===== src/rtl/data_playback.sv =====
// -----------------------------------------------------------------------------
// data_playback
//   Simulation stream source. Plays a byte image out as DATA_WIDTH-bit words
//   on a valid/ready bus. Image byte 0 lands in data[7:0].
//   A one-cycle done pulse follows acceptance of the last word.
//
//   Byte source:
//     Bytes come from the INIT_BYTES image (INIT_LEN bytes, at most 128;
//     byte i is INIT_BYTES[8*i +: 8]). FILENAME is retained as a label.
//
//   Optional feature macro: DATA_PLAYBACK_LOOP_EN
//     When defined, playback rewinds at EOF and continues for NUM_LOOPS passes
//     without a bubble. When undefined, playback is single pass.
//
//   Ports:
//     clk       in   1           clock
//     rst_n     in   1           async reset, active low
//     start     in   1           begin playback (sampled only in IDLE)
//     data      out  DATA_WIDTH  presented word
//     valid     out  1           data is presented
//     ready     in   1           downstream accepts (transfer = valid & ready)
//     done      out  1           one-cycle pulse after the last word is accepted
//     busy      out  1           high from start until done
//     word_cnt  out  32          accepted words since reset (wraps)
// -----------------------------------------------------------------------------
module data_playback #(
    parameter string         FILENAME   = "input_data.bin",
    parameter int            DATA_WIDTH = 8,
    parameter int            MODE       = 0,
    parameter int            BURST_LEN  = 4,
    parameter int            GAP_LEN    = 3,
    parameter int            NUM_LOOPS  = 2,
    parameter int            INIT_LEN   = 0,
    parameter logic [1023:0] INIT_BYTES = '0
) (
    input  logic                  clk,
    input  logic                  rst_n,
    input  logic                  start,
    output logic [DATA_WIDTH-1:0] data,
    output logic                  valid,
    input  logic                  ready,
    output logic                  done,
    output logic                  busy,
    output logic [31:0]           word_cnt
);

    localparam int NB = DATA_WIDTH / 8;

    typedef enum logic [1:0] {
        ST_IDLE    = 2'd0,
        ST_PRESENT = 2'd1,
        ST_GAP     = 2'd2,
        ST_DONE    = 2'd3
    } state_t;

    // One raw read: how many bytes were found and the zero-padded word.
    typedef struct packed {
        logic [7:0]            nbytes;
        logic [DATA_WIDTH-1:0] word;
    } rd_t;

    // Result of fetching the next word, including any rewind between passes.
    typedef struct packed {
        logic                  eof;
        logic [DATA_WIDTH-1:0] word;
        logic [31:0]           next_pos;
        logic [31:0]           next_pass;
    } fetch_t;

    // Read up to NB bytes starting at byte offset pos; missing bytes read as zero.
    function automatic rd_t read_word(input logic [31:0] pos);
        rd_t  r;
        int   n;
        int   p;
        r = '0;
        n = 0;
        for (int i = 0; i < NB; i++) begin
            p = int'(pos) + i;
            if ((p < INIT_LEN) && (p < 128)) begin
                r.word[8*i +: 8] = INIT_BYTES[8*p +: 8];
                n = n + 1;
            end else begin
                r.word[8*i +: 8] = 8'h00;
            end
        end
        r.nbytes = 8'(n);
        return r;
    endfunction

    // Fetch the word at pos; with looping enabled, an EOF before the final
    // pass is replaced by the first word of the next pass.
    function automatic fetch_t fetch_next(input logic [31:0] pos, input logic [31:0] pass);
        fetch_t f;
        rd_t    rd;
        rd          = read_word(pos);
        f.eof       = 1'b0;
        f.word      = rd.word;
        f.next_pos  = pos + 32'(rd.nbytes);
        f.next_pass = pass;
        if (rd.nbytes == 8'd0) begin
`ifdef DATA_PLAYBACK_LOOP_EN
            if ((pass + 32'd1) < 32'(NUM_LOOPS)) begin
                rd          = read_word(32'd0);
                f.word      = rd.word;
                f.next_pos  = 32'(rd.nbytes);
                f.next_pass = pass + 32'd1;
                f.eof       = (rd.nbytes == 8'd0);
            end else begin
                f.eof = 1'b1;
            end
`else
            f.eof = 1'b1;
`endif
        end else begin
            f.eof = 1'b0;
        end
        return f;
    endfunction

    state_t                state_r;
    logic [DATA_WIDTH-1:0] data_r;
    logic                  valid_r;
    logic                  done_r;
    logic                  busy_r;
    logic [31:0]           word_cnt_r;
    logic [31:0]           pos_r;
    logic [31:0]           pass_r;
    logic [31:0]           burst_cnt_r;
    logic [31:0]           gap_cnt_r;
    fetch_t                fetch_s;
    logic [31:0]           burst_next_s;

    // Next word as seen from the current read position.
    always_comb begin
        fetch_s      = fetch_next(pos_r, pass_r);
        burst_next_s = burst_cnt_r + 32'd1;
    end

    // Playback FSM; all outputs are registered here.
    always_ff @(posedge clk or negedge rst_n) begin
        if (!rst_n) begin
            state_r     <= ST_IDLE;
            data_r      <= '0;
            valid_r     <= 1'b0;
            done_r      <= 1'b0;
            busy_r      <= 1'b0;
            word_cnt_r  <= 32'd0;
            pos_r       <= 32'd0;
            pass_r      <= 32'd0;
            burst_cnt_r <= 32'd0;
            gap_cnt_r   <= 32'd0;
        end else begin
            done_r <= 1'b0;
            case (state_r)
                ST_IDLE: begin
                    if (start) begin
                        burst_cnt_r <= 32'd0;
                        if (fetch_s.eof) begin
                            state_r <= ST_DONE;
                            done_r  <= 1'b1;
                        end else begin
                            state_r <= ST_PRESENT;
                            data_r  <= fetch_s.word;
                            valid_r <= 1'b1;
                            busy_r  <= 1'b1;
                            pos_r   <= fetch_s.next_pos;
                            pass_r  <= fetch_s.next_pass;
                        end
                    end else begin
                        state_r <= ST_IDLE;
                    end
                end
                ST_PRESENT: begin
                    // valid is high throughout this state, so ready alone marks a transfer
                    if (ready) begin
                        word_cnt_r <= word_cnt_r + 32'd1;
                        if (fetch_s.eof) begin
                            state_r <= ST_DONE;
                            valid_r <= 1'b0;
                            done_r  <= 1'b1;
                            busy_r  <= 1'b0;
                        end else begin
                            data_r <= fetch_s.word;
                            pos_r  <= fetch_s.next_pos;
                            pass_r <= fetch_s.next_pass;
                            if ((MODE == 1) && (burst_next_s >= 32'(BURST_LEN))) begin
                                // the fetched word waits out the gap in data_r
                                state_r     <= ST_GAP;
                                valid_r     <= 1'b0;
                                burst_cnt_r <= 32'd0;
                                gap_cnt_r   <= 32'd0;
                            end else begin
                                burst_cnt_r <= burst_next_s;
                            end
                        end
                    end else begin
                        state_r <= ST_PRESENT;
                    end
                end
                ST_GAP: begin
                    if ((gap_cnt_r + 32'd1) >= 32'(GAP_LEN)) begin
                        state_r <= ST_PRESENT;
                        valid_r <= 1'b1;
                    end else begin
                        gap_cnt_r <= gap_cnt_r + 32'd1;
                    end
                end
                ST_DONE: begin
                    state_r <= ST_DONE;
                end
                default: begin
                    state_r <= ST_IDLE;
                    valid_r <= 1'b0;
                    busy_r  <= 1'b0;
                end
            endcase
        end
    end

    assign data     = data_r;
    assign valid    = valid_r;
    assign done     = done_r;
    assign busy     = busy_r;
    assign word_cnt = word_cnt_r;

endmodule


===== config.mk =====
export PLATFORM = sky130hd
export DESIGN_NAME = data_playback
export DESIGN_NICKNAME = d
export VERILOG_FILES = /design/src/rtl/data_playback.sv
export SDC_FILE = /design/constraint.sdc
export NUM_CORES = 1
export LEC_CHECK = 0
export CORE_AREA = 2 2 79 137
export DETAILED_ROUTE_END_ITERATION = 7
export DIE_AREA = 0 0 81 139
export PLACE_DENSITY = 0.67
export SYNTH_ARGS = -nofsm -noshare
export SYNTH_HDL_FRONTEND = slang
export SYNTH_SLANG_ARGS = --single-unit

===== constraint.sdc =====
create_clock -name clk -period 8.85 [get_ports clk]
set_clock_uncertainty 0.2 [all_clocks]
set_input_delay 1.77 -clock clk [delete_from_list [all_inputs] [get_ports clk]]
set_output_delay 1.77 -clock clk [all_outputs]
set_load 0.02 [all_outputs]

==> results.tsv, run 1 <==
stage	metric	value	unit
critical_path	worst-r2r-cell-count	7	
logic_synthesis	synth_compound_area_frac	0.0623	
min_path	hp-start	pos_r[17]$_DFFE_PN0P_	
clocking	cts_made_buffers	9	
critical_path	crit_top_cell	nand3_1	
critical_path	crit_path_end_kind	register	
die	placementRows	49	
timing	fmax	0.237	GHz
layout	area_growth	15.1	%
logic_synthesis	yosys-top-cells-area	dfrtp_1 51%, xnor2_1 8.3%, and2_1 4.2%	
die	die_area	0.0113	sq mm
logic_synthesis	yosys-top-cells-count	101 x dfrtp_1, 47 x xnor2_1, 45 x nand2_1	
die	die-height	139	um
die	die_w	81	um
critical_path	critPathTopFamily	simple AND/OR/NAND/NOR gates	
logic_synthesis	syn_area	0.00496	sq mm
detailed_routing	remaining_drc_errors	0	
clocking	root_buffer	clkbuf_16	
global_routing	grt.total_usage	0.195	
die	start_util	0.487	
timing	rsz0062_at_grt	no	
logic_synthesis	ys_ff_latch	101	
timing	fin_crit	4.22	ns
layout	diodes	0	
critical_path	path_buf_inv	1	
detailed_routing	drt-total-wl	10000	um
timing	tightest_slew	0.958	ns
logic_synthesis	syn_inst	471	
logic_synthesis	yosysTopAreaCellShare	0.510	
logic_synthesis	async_flop_share	1.00	
job	max-cap-violations	0	
timing	slew_viol_final	0	
critical_path	r2r-end	gap_cnt_r[31]$_DFFE_PN0P_	
critical_path	cp_cell_sequence	clkdlybuf4s50_1 > mux2i_1 > a211oi_1 > and3_1 > nand3_1 > nor4_1 > nand3_1 > xnor2_1	
critical_path	critPathMaxStageDelay	0.58	ns
critical_path	reg2reg_from	gap_cnt_r[1]$_DFFE_PN0P_	
power_and_ir_drop	powerDensity	185	mW/mm^2
clocking	cts_hold_buf	0	
timing	relSlewSlack	0.361	
layout	nNetsFinal	525	
critical_path	path_max_fanout	6	
logic_synthesis	synth_ff_type	dfrtp_1	
place	dpl.hpwl	7160	um
logic_synthesis	muxShareOfSynthArea	0.0126	
logic_synthesis	yosysSeqAreaShare	0.510	
timing	final-setup-viol-count	0	
die	core-area	0.0102	sq mm
place	portBuffers	38	
layout	fillCellCount	952	
min_path	whs_path_depth	1	
logic_synthesis	synth_xor_area_frac	0.118	
global_routing	antenna_found_initial	0	
place	place_ws	4.27	ns
detailed_routing	drt-initial-drc-count	171	
critical_path	cp.arrival	4.25	ns
critical_path	crit_path_start_kind	primary input	
detailed_routing	ant_nets	0	
detailed_routing	firstDrtPassIters	4	
logic_synthesis	synth-edff-count	0	
layout	multiInputGateArea	0.00230	sq mm
detailed_routing	num_vias	3561	
timing	finalHoldViolCount	0	
global_routing	grt_pass1_wl	17300	um
timing	setup_slack	4.63	ns
detailed_routing	avgViaCountPerCell	5.53	
timing	min_period_over_period	0.477	
power_and_ir_drop	vdd_drop_max	0.117	mV
min_path	holdPathEnd	pos_r[17]$_DFFE_PN0P_	
global_routing	grt_pass1_vias	3632	
layout	drive_gt1_frac	0.0580	
clocking	cts_setup_buffers	0	
timing	finalSetupTns	0	ns
clocking	post_cts_resized	0	
clocking	clk_pin_slew	0.07	ns
outcome	status	completed	
logic_synthesis	synth-simple-area-share	0.242	
clocking	clockBufferDepth	2	
logic_synthesis	yosysWarnings	0	
clocking	cts_sinks	101	
detailed_routing	wl_per_cell	15.6	um
logic_synthesis	avgSynthCellArea	10.5	sq um
logic_synthesis	synth_largest_area_cell	dfrtp_1	
logic_synthesis	synth_most_common_cell	dfrtp_1	
global_routing	grt_max_degree	79	
logic_synthesis	synthAdderAreaFrac	0.0227	
place	gp_congestion	0.879	
min_path	hp-class	reg2reg	
logic_synthesis	ys_types	51	
critical_path	crit_type	in2reg	
clocking	htree_levels	3	
layout	ff_latch_area	0.00253	sq mm
clocking	clk_latency	0.35	ns
clocking	cts_tree	yes	
die	io_pins	47	
global_routing	overflow	0	
critical_path	ff2ff_setup_slack	5.01	ns
critical_path	worst_path_max_delay_cell	a211oi_1	
logic_synthesis	synth_top_family_by_area	simple AND/OR/NAND/NOR gates	
critical_path	startpoint	start	
critical_path	critPathRequiredTime	8.89	ns
power_and_ir_drop	leakage	2.54	nW
flip-flops by register name, summed over array words and instances, names as in the netlist:
signal / cells
word_cnt: 32
busy: 1
pos_r: 32
done: 1
gap_cnt_r: 32
valid: 1
state_r: 2
placed cells by master, fill, tap and decap left out, types with 3 or more instances in the layout:
cell type,Yosys,routed
a211oi_1,4,4
a31oi_1,3,3
a32oi_1,3,3
and2_1,33,33
and3_1,20,20
and4_1,6,6
clkbuf_16,0,9
clkdlybuf4s50_1,0,37
conb_1,1,8
dfrtp_1,101,101
ha_1,9,9
inv_1,13,13
mux2i_1,4,4
nand2_1,45,45
nand3_1,32,32
nand4_1,12,12
nor2_1,24,24
nor3_1,11,11
nor3b_1,3,3
nor4_1,10,10
o211ai_1,3,3
o21ai_0,3,3
o31ai_1,4,4
or2_2,4,4
or3_1,4,4
or4_1,6,6
xnor2_1,47,47
xor2_1,20,20
where the power goes:
| group | switching (W) | total, W | leakage (nW) | internal, W |
|---|---|---|---|---|
| Clock | 0.000172 | 0.000378 | 0.141 | 0.000206 |
| Sequential | 0.0000339 | 0.000527 | 1.37 | 0.000493 |
| Combinational | 0.0000826 | 0.000151 | 1.03 | 0.0000687 |
metal layers:
layer  global-route usage  routed length [um]  up-vias
met5                    0                   0        -
met4               0.0758                 286        0
met3               0.0404                 252       22
met2                0.332                5370       58
met1                0.238                4130     1764
li1                     -                   -     1717
worst reg2reg max path, cell delays in order (launching register included):
cell,delay (ns)
dfrtp_1,0.44
ha_1,0.25
or4_1,0.47
a2111oi_0,0.49
o2111ai_1,0.35
or2_2,0.40
or4_1,0.79
and2_1,0.33
worst max path at each step:
| stage | to | slack [ns] | cells past startpoint |
|---|---|---|---|
| detailed placement | pos_r[29]$_DFFE_PN0P_ | 4.27 | 8 |
| global placement | pos_r[29]$_DFFE_PN0P_ | 4.30 | 8 |
| floorplan | word_cnt[29]$_DFFE_PN0P_ | 5.16 | 7 |
| global route | pos_r[29]$_DFFE_PN0P_ | 4.30 | 8 |
| finish | pos_r[29]$_DFFE_PN0P_ | 4.63 | 8 |
| CTS | pos_r[29]$_DFFE_PN0P_ | 4.61 | 8 |
per-stage QoR:
stage / hold slack (ns) / instances / cell area (sq um) / total power (W) / util
CTS: 0.260 / 644 / 5710 / 0.00107 / 0.561
global route: 0.264 / 644 / 5710 / 0.00111 / 0.561
finish: 0.257 / 644 / 5710 / 0.00106 / 0.561
floorplan: 0.234 / 478 / 4980 / 0.000627 / -
detailed placement: 0.249 / 628 / 5420 / 0.000687 / 0.532
global placement: 0.247 / 628 / 5420 / 0.000681 / 0.532
final cells by class:
class                   count  area share
flip-flops and latches    101       0.443
clock inverters             5     0.00614
well taps                 127      0.0278
inverters                  13     0.00855
clock buffers              11      0.0443
multi-input cells         348       0.403
repair buffers             39      0.0675
kinds of logic (layout without fill, tap and decap cells):
logic type / after synthesis / count (layout)
xor+xnor: 67 / 67
other cells: 1 / 8
fa+ha+maj: 9 / 9
flops: 101 / 101
buf+inv: 29 / 68
mux: 6 / 6
compound gates: 38 / 38
simple gates: 220 / 220
Note: power is estimated with default switching activity, not from simulation.
==> inputs of run 2 (changes only) <==
==> constraint.sdc (replaced) <==
create_clock -name clk -period 4.1 [get_ports clk]
set_clock_uncertainty 0.2 [all_clocks]
set_input_delay 0.82 -clock clk [delete_from_list [all_inputs] [get_ports clk]]
set_output_delay 0.82 -clock clk [all_outputs]
set_load 0.02 [all_outputs]
==> run 2 against run 1 <==
  * Flip-flop and latch count did not move
  * Total power rose by 110%
  * Clock power up 110%
  * Critical path depth is 1 lower
  * Register-to-register slack lost 4.6 ns
  * First-iteration DRC count rose by 5.8%
  * Die area did not move
  * Hold slack improved by 0.0049 ns
  * Via count grew 1.5%
  * Sequential power increased by 120%
==> results.tsv, run 2 (synthesis gave the netlist of run 1 again) <==
stage	metric	value	unit	change
power_and_ir_drop	leakage	2.55	nW	+0.42%
critical_path	critPathRequiredTime	4.12	ns	-4.77 ns
layout	nNetsFinal	527		+0.38%
die	die_w	81	um	unchanged
layout	design_area	0.00571	sq mm	about the same
timing	min_period_over_period	0.910		
clocking	htree_levels	3		unchanged
die	placementRows	49		unchanged
timing	rsz0062_at_grt	no		
power_and_ir_drop	vdd_drop_max	0.302	mV	+160%
layout	layout_commonest_cell	dfrtp_1		
clocking	clockBufferDepth	2		unchanged
critical_path	ff2ff_setup_slack	0.37	ns	-4.64 ns
layout	drive_gt1_frac	0.0617		+0.00363
critical_path	startpoint	gap_cnt_r[1]$_DFFE_PN0P_		
die	core-area	0.0102	sq mm	unchanged
die	io_pins	47		unchanged
critical_path	crit_type	reg2reg		
min_path	hp-class	reg2reg		
layout	layout.cells.non_filler	646		+0.31%
critical_path	path_max_fanout	28		+22
timing	finalSetupTns	0	ns	unchanged
timing	finalHoldViolCount	0		unchanged
detailed_routing	ant_nets	0		unchanged
layout	diodes	0		unchanged
timing	slew_viol_final	0		unchanged
job	max-cap-violations	0		unchanged
clocking	cts_sinks	101		unchanged
timing	fmax	0.268	GHz	
min_path	hp-start	pos_r[17]$_DFFE_PN0P_		
critical_path	cp.arrival	3.75	ns	-0.50 ns
critical_path	worst-r2r-cell-count	7		unchanged
clocking	post_cts_resized	0		unchanged
die	die_area	0.0113	sq mm	unchanged
timing	tightest_slew	0.793	ns	-0.165 ns
detailed_routing	drt-initial-drc-count	181		+5.8%
global_routing	antenna_found_initial	0		unchanged
clocking	cts_tree	yes		
global_routing	grt_pass1_vias	3794		+4.5%
timing	fin_crit	3.73	ns	
outcome	status	completed		
place	dp.cells	630		+0.32%
place	dpl.hpwl	7350	um	+2.7%
clocking	clk_latency	0.34	ns	about the same
die	start_util	0.487		unchanged
place	portBuffers	38		unchanged
die	die-height	139	um	unchanged
detailed_routing	remaining_drc_errors	0		unchanged
clocking	cts_made_buffers	9		unchanged
global_routing	grt.total_usage	0.196		+0.000617
min_path	holdPathEnd	pos_r[17]$_DFFE_PN0P_		
global_routing	grt_pass1_wl	17600	um	+1.9%
global_routing	grt_max_degree	54		-32%
global_routing	overflow	0		unchanged
detailed_routing	wl_per_cell	15.6	um	+0.13%
power_and_ir_drop	powerDensity	396	mW/mm^2	+110%
layout	final_cell_mix	101 x dfrtp_1, 47 x xnor2_1, 45 x nand2_1		
critical_path	reg2reg_from	gap_cnt_r[1]$_DFFE_PN0P_		
layout	area_growth	15.2	%	about the same
timing	relSlewSlack	0.467		+0.106
clocking	cts_hold_buf	0		unchanged
place	gp_congestion	0.932		+6.1%
min_path	whs_path_depth	1		unchanged
detailed_routing	num_vias	3616		+1.5%
clocking	root_buffer	clkbuf_16		
timing	final-setup-viol-count	0		unchanged
detailed_routing	drt-total-wl	10100	um	+0.44%
clocking	clk_pin_slew	0.07	ns	about the same
detailed_routing	firstDrtPassIters	4		unchanged
critical_path	crit_path_end_kind	register		
detailed_routing	avgViaCountPerCell	5.60		+1.2%
critical_path	r2r-end	gap_cnt_r[12]$_DFFE_PN0P_		
place	placed_area	0.00543	sq mm	+0.28%
clocking	cts_setup_buffers	0		unchanged
critical_path	crit_path_start_kind	register		
run 2: cell types whose count changed in the layout (fill, tap and decap cells not counted), sizes merged:
cell	change
clkbuf	-1
buf	+2
clkinvlp	-1
clkinv	+1
inv	+1
run 2: final cells by class:
type | count | area [sq um]
flip-flops and latches | 101 | 2530
repair buffers | 41 | 400
clock inverters | 6 | 37.5
multi-input cells | 348 | 2300
fillers | 928 | 4470
well taps | 127 | 159
clock buffers | 10 | 239
inverters | 13 | 48.8
run 2: through the flow:
stage               utilization  power (W)  setup WS [ns]  hold slack, ns
finish                    0.561    0.00226          0.370           0.262
global route              0.561    0.00238          0.183           0.282
CTS                       0.561    0.00229          0.330           0.262
detailed placement        0.534    0.00149          0.340           0.249
global placement          0.534    0.00148          0.520           0.246
floorplan                     -    0.00135          0.959           0.234
run 2: metal layers:
layer	GRT usage	wire length (um)	up-vias
li1	-	-	1722
met1	0.232	4170	1809
met2	0.338	5370	60
met3	0.0358	248	25
met4	0.0874	292	0
met5	0	0	-
run 2: worst max path at each step:
stage	to	depth (start not counted)	slack [ns]
final	gap_cnt_r[12]$_DFFE_PN0P_	7	0.37
after global routing	gap_cnt_r[12]$_DFFE_PN0P_	7	0.18
after CTS	gap_cnt_r[14]$_DFFE_PN0P_	7	0.33
after detailed placement	gap_cnt_r[14]$_DFFE_PN0P_	7	0.34
after global placement	gap_cnt_r[10]$_DFFE_PN0P_	7	0.52
after floorplan	gap_cnt_r[10]$_DFFE_PN0P_	9	0.96
run 2: report_power, final:
| group | internal, W | switching (W) | leakage (nW) |
|---|---|---|---|
| Clock | 0.000427 | 0.000364 | 0.142 |
| Combinational | 0.000155 | 0.000180 | 1.04 |
| Sequential | 0.00106 | 0.0000707 | 1.37 |
| Total | 0.00165 | 0.000614 | 2.55 |
run 2: worst max-delay path, cell delays in order (launching register included):
cell	delay, ns
dfrtp_1	0.43
ha_1	0.24
or4_1	0.47
a2111oi_0	0.45
o2111ai_1	0.31
or2_2	0.39
or4_1	0.80
and2_1	0.33
